`src/rtl/vend_pkg.sv`:
```
// Shared types and coin definitions for the coffee vending sequencer.
package vend_pkg;

    typedef enum logic [2:0] {
        IDLE,
        COLLECT,
        CUP,
        BREW,
        CHANGE,
        DONE
    } state_e;

    localparam logic [3:0] COIN_1  = 4'd1;
    localparam logic [3:0] COIN_2  = 4'd2;
    localparam logic [3:0] COIN_5  = 4'd5;
    localparam logic [3:0] COIN_10 = 4'd10;

    function automatic logic coin_legal(input logic [3:0] value);
        return (value == COIN_1) || (value == COIN_2) ||
               (value == COIN_5) || (value == COIN_10);
    endfunction

endpackage

```
`src/rtl/change_picker.sv`:
```
// Picks the largest returnable coin (5, 2 or 1) not exceeding the remaining credit.
module change_picker
    import vend_pkg::*;
#(
    parameter int CREDIT_W = 5
) (
    input  logic [CREDIT_W-1:0] credit,
    output logic [3:0]          change_value
);

    always_comb begin
        change_value = 4'd0;
        if (32'(credit) >= 32'(COIN_5)) begin
            change_value = COIN_5;
        end else if (32'(credit) >= 32'(COIN_2)) begin
            change_value = COIN_2;
        end else if (32'(credit) >= 32'(COIN_1)) begin
            change_value = COIN_1;
        end
    end

endmodule

```
`src/rtl/vend_sequencer.sv`:
```
// Vending control FSM: coin collection, cup/brew/change sequencing and status LEDs.
// Every output is a flop whose next value is derived from the next state.
module vend_sequencer
    import vend_pkg::*;
#(
    parameter int  PRICE       = 10,
    parameter int  CREDIT_MAX  = 31,
    parameter int  BREW_CYCLES = 8,
    parameter int  DONE_CYCLES = 4,
    localparam int CREDIT_W    = $clog2(CREDIT_MAX + 1)
) (
    input  logic                clk,
    input  logic                rst,
    input  logic                coin_valid,
    input  logic [3:0]          coin_value,
    output logic                coin_reject,
    input  logic                cancel,
    output logic                cup_drop,
    output logic                brew_on,
    output logic                change_valid,
    output logic [3:0]          change_value,
    input  logic                change_ack,
    output logic [CREDIT_W-1:0] credit,
    output logic                led_yellow,
    output logic                led_green
);

    localparam int SUM_W   = (CREDIT_W + 1 > 5) ? CREDIT_W + 1 : 5;
    localparam int CNT_MAX = (BREW_CYCLES > DONE_CYCLES) ? BREW_CYCLES : DONE_CYCLES;
    localparam int CNT_W   = $clog2(CNT_MAX + 1);

    state_e              state_q, state_d;
    logic [CREDIT_W-1:0] credit_q, credit_d;
    logic [CNT_W-1:0]    cnt_q, cnt_d;
    logic                refund_q, refund_d;
    logic                coin_reject_q, coin_reject_d;
    logic                cup_drop_q, cup_drop_d;
    logic                brew_on_q, brew_on_d;
    logic                change_valid_q, change_valid_d;
    logic [3:0]          change_value_q, change_value_d;
    logic                led_yellow_q, led_yellow_d;
    logic                led_green_q, led_green_d;

    logic [SUM_W-1:0]    sum, total;
    logic                coin_take;
    logic [3:0]          pick_value;

    // The picker looks at next-cycle credit so a fresh coin is offered right after each ack.
    change_picker #(
        .CREDIT_W (CREDIT_W)
    ) u_change_picker (
        .credit       (credit_d),
        .change_value (pick_value)
    );

    always_comb begin
        sum       = SUM_W'(credit_q) + SUM_W'(coin_value);
        coin_take = coin_valid && (state_q == IDLE || state_q == COLLECT) &&
                    coin_legal(coin_value) && (sum <= SUM_W'(CREDIT_MAX));
        total     = coin_take ? sum : SUM_W'(credit_q);

        state_d  = state_q;
        credit_d = credit_q;
        cnt_d    = cnt_q;
        refund_d = refund_q;

        case (state_q)
            IDLE: begin
                if (coin_take) begin
                    state_d  = COLLECT;
                    credit_d = CREDIT_W'(total);
                end
            end
            COLLECT: begin
                credit_d = CREDIT_W'(total);
                if (cancel) begin
                    state_d  = CHANGE;
                    refund_d = 1'b1;
                end else if (total >= SUM_W'(PRICE)) begin
                    state_d  = CUP;
                    credit_d = CREDIT_W'(total - SUM_W'(PRICE));
                end
            end
            CUP: begin
                state_d = BREW;
                cnt_d   = CNT_W'(BREW_CYCLES - 1);
            end
            BREW: begin
                if (cnt_q == '0) begin
                    if (credit_q != '0) begin
                        state_d = CHANGE;
                    end else begin
                        state_d = DONE;
                        cnt_d   = CNT_W'(DONE_CYCLES - 1);
                    end
                end else begin
                    cnt_d = cnt_q - CNT_W'(1);
                end
            end
            CHANGE: begin
                if (change_valid_q && change_ack) begin
                    credit_d = credit_q - CREDIT_W'(change_value_q);
                end
                // A cancelled purchase skips the green "vend complete" indication.
                if (credit_d == '0) begin
                    refund_d = 1'b0;
                    if (refund_q) begin
                        state_d = IDLE;
                    end else begin
                        state_d = DONE;
                        cnt_d   = CNT_W'(DONE_CYCLES - 1);
                    end
                end
            end
            DONE: begin
                if (cnt_q == '0) begin
                    state_d = IDLE;
                end else begin
                    cnt_d = cnt_q - CNT_W'(1);
                end
            end
            default: begin
                state_d = IDLE;
            end
        endcase

        coin_reject_d  = coin_valid && !coin_take;
        cup_drop_d     = (state_d == CUP);
        brew_on_d      = (state_d == BREW);
        change_valid_d = (state_d == CHANGE);
        change_value_d = (state_d == CHANGE) ? pick_value : 4'd0;
        led_yellow_d   = (state_d == CUP) || (state_d == BREW) || (state_d == CHANGE);
        led_green_d    = (state_d == DONE);
    end

    always_ff @(posedge clk) begin
        if (rst) begin
            state_q        <= IDLE;
            credit_q       <= '0;
            cnt_q          <= '0;
            refund_q       <= 1'b0;
            coin_reject_q  <= 1'b0;
            cup_drop_q     <= 1'b0;
            brew_on_q      <= 1'b0;
            change_valid_q <= 1'b0;
            change_value_q <= 4'd0;
            led_yellow_q   <= 1'b0;
            led_green_q    <= 1'b0;
        end else begin
            state_q        <= state_d;
            credit_q       <= credit_d;
            cnt_q          <= cnt_d;
            refund_q       <= refund_d;
            coin_reject_q  <= coin_reject_d;
            cup_drop_q     <= cup_drop_d;
            brew_on_q      <= brew_on_d;
            change_valid_q <= change_valid_d;
            change_value_q <= change_value_d;
            led_yellow_q   <= led_yellow_d;
            led_green_q    <= led_green_d;
        end
    end

    assign coin_reject  = coin_reject_q;
    assign cup_drop     = cup_drop_q;
    assign brew_on      = brew_on_q;
    assign change_valid = change_valid_q;
    assign change_value = change_value_q;
    assign credit       = credit_q;
    assign led_yellow   = led_yellow_q;
    assign led_green    = led_green_q;

endmodule
```
`config.mk`:
```
export PLATFORM = sky130hd
export DESIGN_NAME = vend_sequencer
export DESIGN_NICKNAME = d
export VERILOG_FILES = /design/src/rtl/vend_pkg.sv /design/src/rtl/change_picker.sv /design/src/rtl/vend_sequencer.sv
export SDC_FILE = /design/constraint.sdc
export NUM_CORES = 1
export LEC_CHECK = 0
export BUFFER_PORTS_ARGS = -buffer_cell sky130_fd_sc_hd__buf_2
export CELL_PAD_IN_SITES_DETAIL_PLACEMENT = 0
export CELL_PAD_IN_SITES_GLOBAL_PLACEMENT = 2
export CORE_MARGIN = 2
export CORE_UTILIZATION = 35
export CTS_CLUSTER_DIAMETER = 200
export DETAILED_ROUTE_END_ITERATION = 7
export HOLD_SLACK_MARGIN = 0.15
export PLACE_DENSITY_LB_ADDON = 0.1
export SKIP_CTS_REPAIR_TIMING = 1
export SYNTH_ARGS = -nofsm -noshare
export SYNTH_HDL_FRONTEND = slang
export SYNTH_SLANG_ARGS = --single-unit
```
`constraint.sdc`:
```
create_clock -name clk -period 3.9 [get_ports clk]
set_input_delay 0.78 -clock clk [delete_from_list [all_inputs] [get_ports clk]]
set_output_delay 0.78 -clock clk [all_outputs]
set_load 0.005 [all_outputs]
```
**Yosys cells after proc, flatten, opt, wreduce, memory -nomap -nowiden**

Index checks and enable logic that the tools add are counted.

- Add/subtract/negate cells: 4
- $lt $le $gt $ge: 5
- Equal/unequal tests: 18
- Mux-type cells: 28
- Bitwise gates (word level): 1
- Reductions and logical operators: 23

Operator list:

| operator | number |
|---|---|
| 2-to-1 mux 3 bit | 9 |
| 2-to-1 mux 5 bit | 5 |
| 2-to-1 mux 4 bit | 5 |
| one-hot mux 3 bit (6 select lines) | 1 |
| one-hot mux 4 bit (4 select lines) | 1 |
| one-hot mux 5 bit (3 select lines) | 1 |
| == test 3 x 2 -> 1 bit, second input constant | 4 |
| == test 3 bit, second input constant | 4 |
| inequality test 2 bit, second input constant | 4 |
| adder 5 x 4 -> 6 bit | 1 |
| >= comparator 6 x 4 -> 1 bit, second input constant | 1 |
| <= comparator 6 x 5 -> 1 bit, second input constant | 1 |
| logical OR 1 bit | 6 |
| 2-to-1 mux 6 bit | 1 |
| >= comparator 5 x 1 -> 1 bit, second input constant | 1 |
| >= comparator 5 x 2 -> 1 bit, second input constant | 1 |
| >= comparator 5 x 3 -> 1 bit, second input constant | 1 |
| logical AND 1 bit | 5 |
| zero test 5 bit | 1 |
| AND reduction 5 bit | 1 |
| nonzero test 5 bit | 1 |
| subtractor 5 x 4 -> 5 bit | 1 |
| subtractor 5 x 4 -> 5 bit, second input constant | 1 |
| == test 4 x 1 -> 1 bit, second input constant | 1 |
| 18 further kinds | 21 |

- Register bits after elaboration: 23
- Bits of input ports: 9
- Output and inout bits: 15
- Word-level logic and storage cells: 92

**Depth between registers and ports, before layout**

- Word-level depth: 15
- Depth in mapped cells: 13
- Depth with buffers taken out: 13

**Hierarchy**

From an unflattened synthesis, not the netlist that was laid out.

- Cells, all modules: 225
- Area, all modules: 1767.9 um^2

By module, submodules not included:

| module | times used | cells an instance | area an instance (um^2) | seq. area each (um^2) |
|---|---|---|---|---|
| vend_sequencer | 1 | 215 | 1714.1 | 460.4 |
| change_picker | 1 | 10 | 53.8 | 0.0 |

**Worst setup path after synthesis**

OpenSTA, ideal clock, no wires.

- Path type: input to register
- Start point: input port coin_value[0]
- End point: register change_value_q[1] (netlist: change_value[1])
- Library setup time: 0.058 ns
- Data arrival time: 3.036 ns
- Setup slack: 0.806 ns
- Stages: 11
- Path buffers: 0
- Cells stage by stage: ha_1 > fa_1 > xor2_1 > nor3_1 > or2_2 > ha_1 > nor2_1 > a211oi_1 > a211oi_1 > nor2b_1 > o211a_1

- Longest elaborated chain between the ends: 14
- Elaborated cells between the ends (all ways): 28
- Classes of those cells: add/sub: 2; order compare: 4; eq/ne: 5; mux: 10; bitwise: 1; reduce/logical: 6

RTL lines:

| item | line | RTL |
|---|---|---|
| start, declared | vend_sequencer.sv:15 | `input logic [3:0] coin_value,` |
| branches (longest 14 deep; another with adder 5 x 4 -> 6 bit) | n/a |  |
| end signal, assigned | vend_sequencer.sv:158 | `change_value_q <= change_value_d;` |
| end, declared | vend_sequencer.sv:40 | `logic [3:0] change_value_q, change_value_d;` |

Parallel ways; which one is timed is not known.
A chain may end at the register's enable or synchronous reset.

**Final worst setup path**

- Start point: register credit_q[0] (netlist: credit[0])
- End point: register change_value_q[1] (netlist: change_value[1])

- Longest elaborated chain between the ends: 11
- Elaborated cells between the ends (all ways): 28
- Classes of those cells: add/sub: 3; order compare: 4; eq/ne: 1; mux: 15; bitwise: 1; reduce/logical: 4

RTL lines:

| item | line | RTL |
|---|---|---|
| start, declared | vend_sequencer.sv:33 | `logic [CREDIT_W-1:0] credit_q, credit_d;` |
| start signal, assigned | vend_sequencer.sv:151 | `credit_q <= credit_d;` |
| branches (longest 11 deep; another with adder 5 x 4 -> 6 bit) | n/a |  |

Parallel ways; which one is timed is not known. The select of a mux whose other input is x is not followed.

==> impl_metrics.toml <==
[floorplan]
die_h_um = 75.8
initial_core_util_pct = 35.8
die_area_mm2 = 0.00574
pin_count = 24
core-area_mm2 = 0.00504
rows = 26
fp.dieW_um = 75.8

[pwr]
cellPowerDensity_mw_per_mm2 = 326
pwr-share-comb_pct = 29.6
switching_power_uw = 206
seqPwrFrac_pct = 38.0
pwr-share-clk_pct = 32.4
internal_power_uw = 453
swShare_pct = 31.2
p_leak_uw = 0.000806
vdd_drop_max_mv = 0.202

[run]
cap_violations = 0

[synthesis]
syn_avg_cell_area_um2 = 8.43
ys_seq_area_share_pct = 24.4
synthesis.nets = 235
synth_edf_count = 0
syn_inst = 214
synthArstFlopShare_pct = 0
syn-cell-area_mm2 = 0.00180
synth_seq_cells = 22
synth_warnings = 0
synthDistinctLibCells = 67
synth-main-ff-cell = "dfxtp_1"

[critical_path]
cp-start-kind = "flop"
crit_top_cell = "inv_1"
path_class = "reg2reg"
cpPeakStageDelay_ps = 510
reg2reg_depth = 13
cp_top_family = "compound AO/OA/AOI/OAI gates"
crit_arrival_ps = 3460
critPathRequiredTime_ps = 4110
slowest_stage = "nor3b_1"
cp.depth = 13
end_kind = "flop"
crit_chain = "inv_1 > ha_1 > inv_1 > fa_1 > a21oi_1 > nor3b_1 > nor4_4 > a41oi_2 > nor2_4 > a311oi_2 > nand2_2 > inv_2 > o211a_1"
critical_path_buf_inv_count = 3
crit_fanout = 6

[global_route]
grt_pass1_wl_um = 7760
grt_pass1_vias = 1582
gr-total-overflow = 0
gr-max-usage-layer = "met2"
grt_max_degree = 19
gr-usage-all-layers_pct = 17.9
met1_usage_pct = 24.3
grt.met2_usage_pct = 29.8
antenna_found_initial = 0
met3_usage_pct = 3.17

[route]
firstDrtPassIters = 4
ant_nets = 0
wl_per_cell_um = 15.8
drt_iter0_drc = 79
wl_um = 4830
viasPerCell = 5.39
vias = 1643
drc = 0

[cts]
cts.sinks = 22
clock_path_buffers = 2
cts_tree = "done"
clkSlewWorstSetupHoldPaths_ps = 80
numCtsBuffers = 3
clkLatencyLatePin_ps = 260
root_buffer = "clkbuf_8"
cts_htree_levels = 1

[place]
hpwl_um = 3850
place.gp.congestion = 0.961
io_buffers = 22

[sta]
whs_ps = 492
fin_crit_ps = 3240
setup_viol = 0
worstMarginPinSlew_ps = 648
maxSlewViolCount = 0
post-route-period-util_pct = 83.1
tns_ps = 0
hold_viol_final = 0
slew_headroom_pct = 56.7
max_freq_ghz = 0.309
skew_ps = 2.37
rsz0062_at_grt = "no"

[layout]
diodes = 0
layout-drive-gt1-share_pct = 23.0
area_delta_synth_final_pct = 12.1
layout.nets = 257

[min_path]
hold_class = "reg2reg"
hold_depth = 2

[status]
outcome = "complete, no violations"
[path summary, 6_finish.rpt]
check / startpoint / endpoint / slack, ps
hold / removal: cnt_q[3]$_SDFFE_PP0P_ / cnt_q[3]$_SDFFE_PP0P_ / 490
setup reg to reg: credit[0]$_SDFF_PP0_ / change_value[1]$_SDFF_PP0_ / 660
hold reg to reg: cnt_q[3]$_SDFFE_PP0P_ / cnt_q[3]$_SDFFE_PP0P_ / 490
setup / recovery: credit[0]$_SDFF_PP0_ / change_value[1]$_SDFF_PP0_ / 660
[state kept, by name (all words and copies together), names as in the netlist]
| register | flops |
|---|---|
| brew_on | 1 |
| led_yellow | 1 |
| coin_reject | 1 |
| state_q | 3 |
| cup_drop | 1 |
| credit | 5 |
| change_valid | 1 |
| refund_q | 1 |
| cnt_q | 4 |
| change_value | 3 |
| led_green | 1 |
[cells in the mapped netlist (2+ instances only)]
master	number	area [um2]
a21o_1	4	30.0
o21ai_0	11	55.1
dfxtp_1	22	440
or3_1	3	18.8
o311ai_0	3	26.3
a21oi_1	12	60.1
nand3b_1	2	15.0
a31oi_1	2	12.5
nor3_1	5	25.0
nand3_1	7	35.0
o211ai_1	2	15.0
nand2_2	2	12.5
o21a_1	2	15.0
and2_1	2	12.5
mux2i_1	2	20.0
nor3b_1	6	45.0
clkbuf_8	2	27.5
ha_1	10	125
a211o_1	3	26.3
nor2_1	21	78.8
fa_1	2	40.0
nand2_1	16	60.1
a211oi_1	4	30.0
xor2_1	2	17.5
or2_2	3	18.8
o31ai_1	3	22.5
nor4_4	2	42.5
o22ai_1	2	12.5
nor2b_1	6	37.5
inv_1	12	45.0
and3_1	3	18.8
[power by group through the flow]
| stage | sequential [uW] | clock (uW) | combinational (uW) |
|---|---|---|---|
| 5_1_grt | 252 | 232 | 217 |
| 3_5_place_dp | 256 | 0 | 193 |
| 3_3_place_gp | 256 | 0 | 194 |
| 6_report | 250 | 213 | 195 |
| 4_1_cts | 250 | 221 | 195 |
| 2_1_floorplan | 250 | 0 | 151 |
[per-stage QoR]
step / std cells / power, uW / util, % / worst slack, ps / instance area (um2)
finish: 305 / 658 / 40.1 / 659 / 2020
global route: 305 / 702 / 40.1 / 420 / 2020
CTS: 305 / 666 / 40.1 / 658 / 2020
detailed placement: 301 / 449 / 38.7 / 449 / 1950
global placement: 301 / 450 / 38.7 / 482 / 1950
floorplan: 214 / 400 / - / 806 / 1800
[kinds of logic (layout without fill, tap and decap cells)]
| kind of cell | count (synthesis) | after routing | synth area share (%) |
|---|---|---|---|
| multiplexers | 3 | 3 | 1.94 |
| XOR/XNOR | 2 | 2 | 0.971 |
| other | 1 | 1 | 0.208 |
| buffers and inverters | 19 | 40 | 5.96 |
| AO/OA/AOI/OAI | 66 | 66 | 28.8 |
| adder cells (fa/ha/maj) | 12 | 12 | 9.15 |
| flip-flops | 22 | 22 | 24.4 |
| AND/OR/NAND/NOR | 89 | 89 | 28.6 |
[placed cells by master, fill, tap and decap left out, types with 2 or more instances in the layout]
master	n
dfxtp_1	22
nand3_1	7
or2_2	3
nand2_2	2
nor3b_1	6
o21ai_0	11
and3_1	3
nand2_1	16
nor2_1	21
nor3_1	5
o311ai_0	3
o22ai_1	2
xor2_1	2
a211oi_1	4
clkbuf_8	3
mux2i_1	2
a21o_1	4
nand3b_1	2
ha_1	10
a211o_1	3
fa_1	2
a31oi_1	2
o211ai_1	2
nor2b_1	6
buf_2	22
inv_1	12
nor4_4	2
a21oi_1	12
or3_1	3
o21a_1	2
and2_1	2
o31ai_1	3
[worst reg2reg max path: stages (launching register included)]
cell      delay [ps]
dfxtp_1          370
inv_1            130
ha_1             180
inv_1             60
fa_1             410
a21oi_1          230
nor3b_1          510
nor4_4           110
a41oi_2          270
nor2_4            70
a311oi_2         460
nand2_2          150
inv_2             90
o211a_1          140
[cell type report]
| class | instances | area (um2) |
|---|---|---|
| clock buffer | 3 | 41.3 |
| clock inverter | 1 | 30.0 |
| fill | 530 | 3020 |
| inverter | 13 | 48.8 |
| multi-input combinational | 173 | 1260 |
| sequential | 22 | 440 |
| tap | 70 | 87.6 |
| timing repair buffer | 23 | 118 |
[per-layer routing]
metal	part of all wire, %	wire, um
met3	4.7	228
met5	0	0
met1	48	2310
met2	46	2250
met4	1.1	55
(Power assumes the default switching activity.)
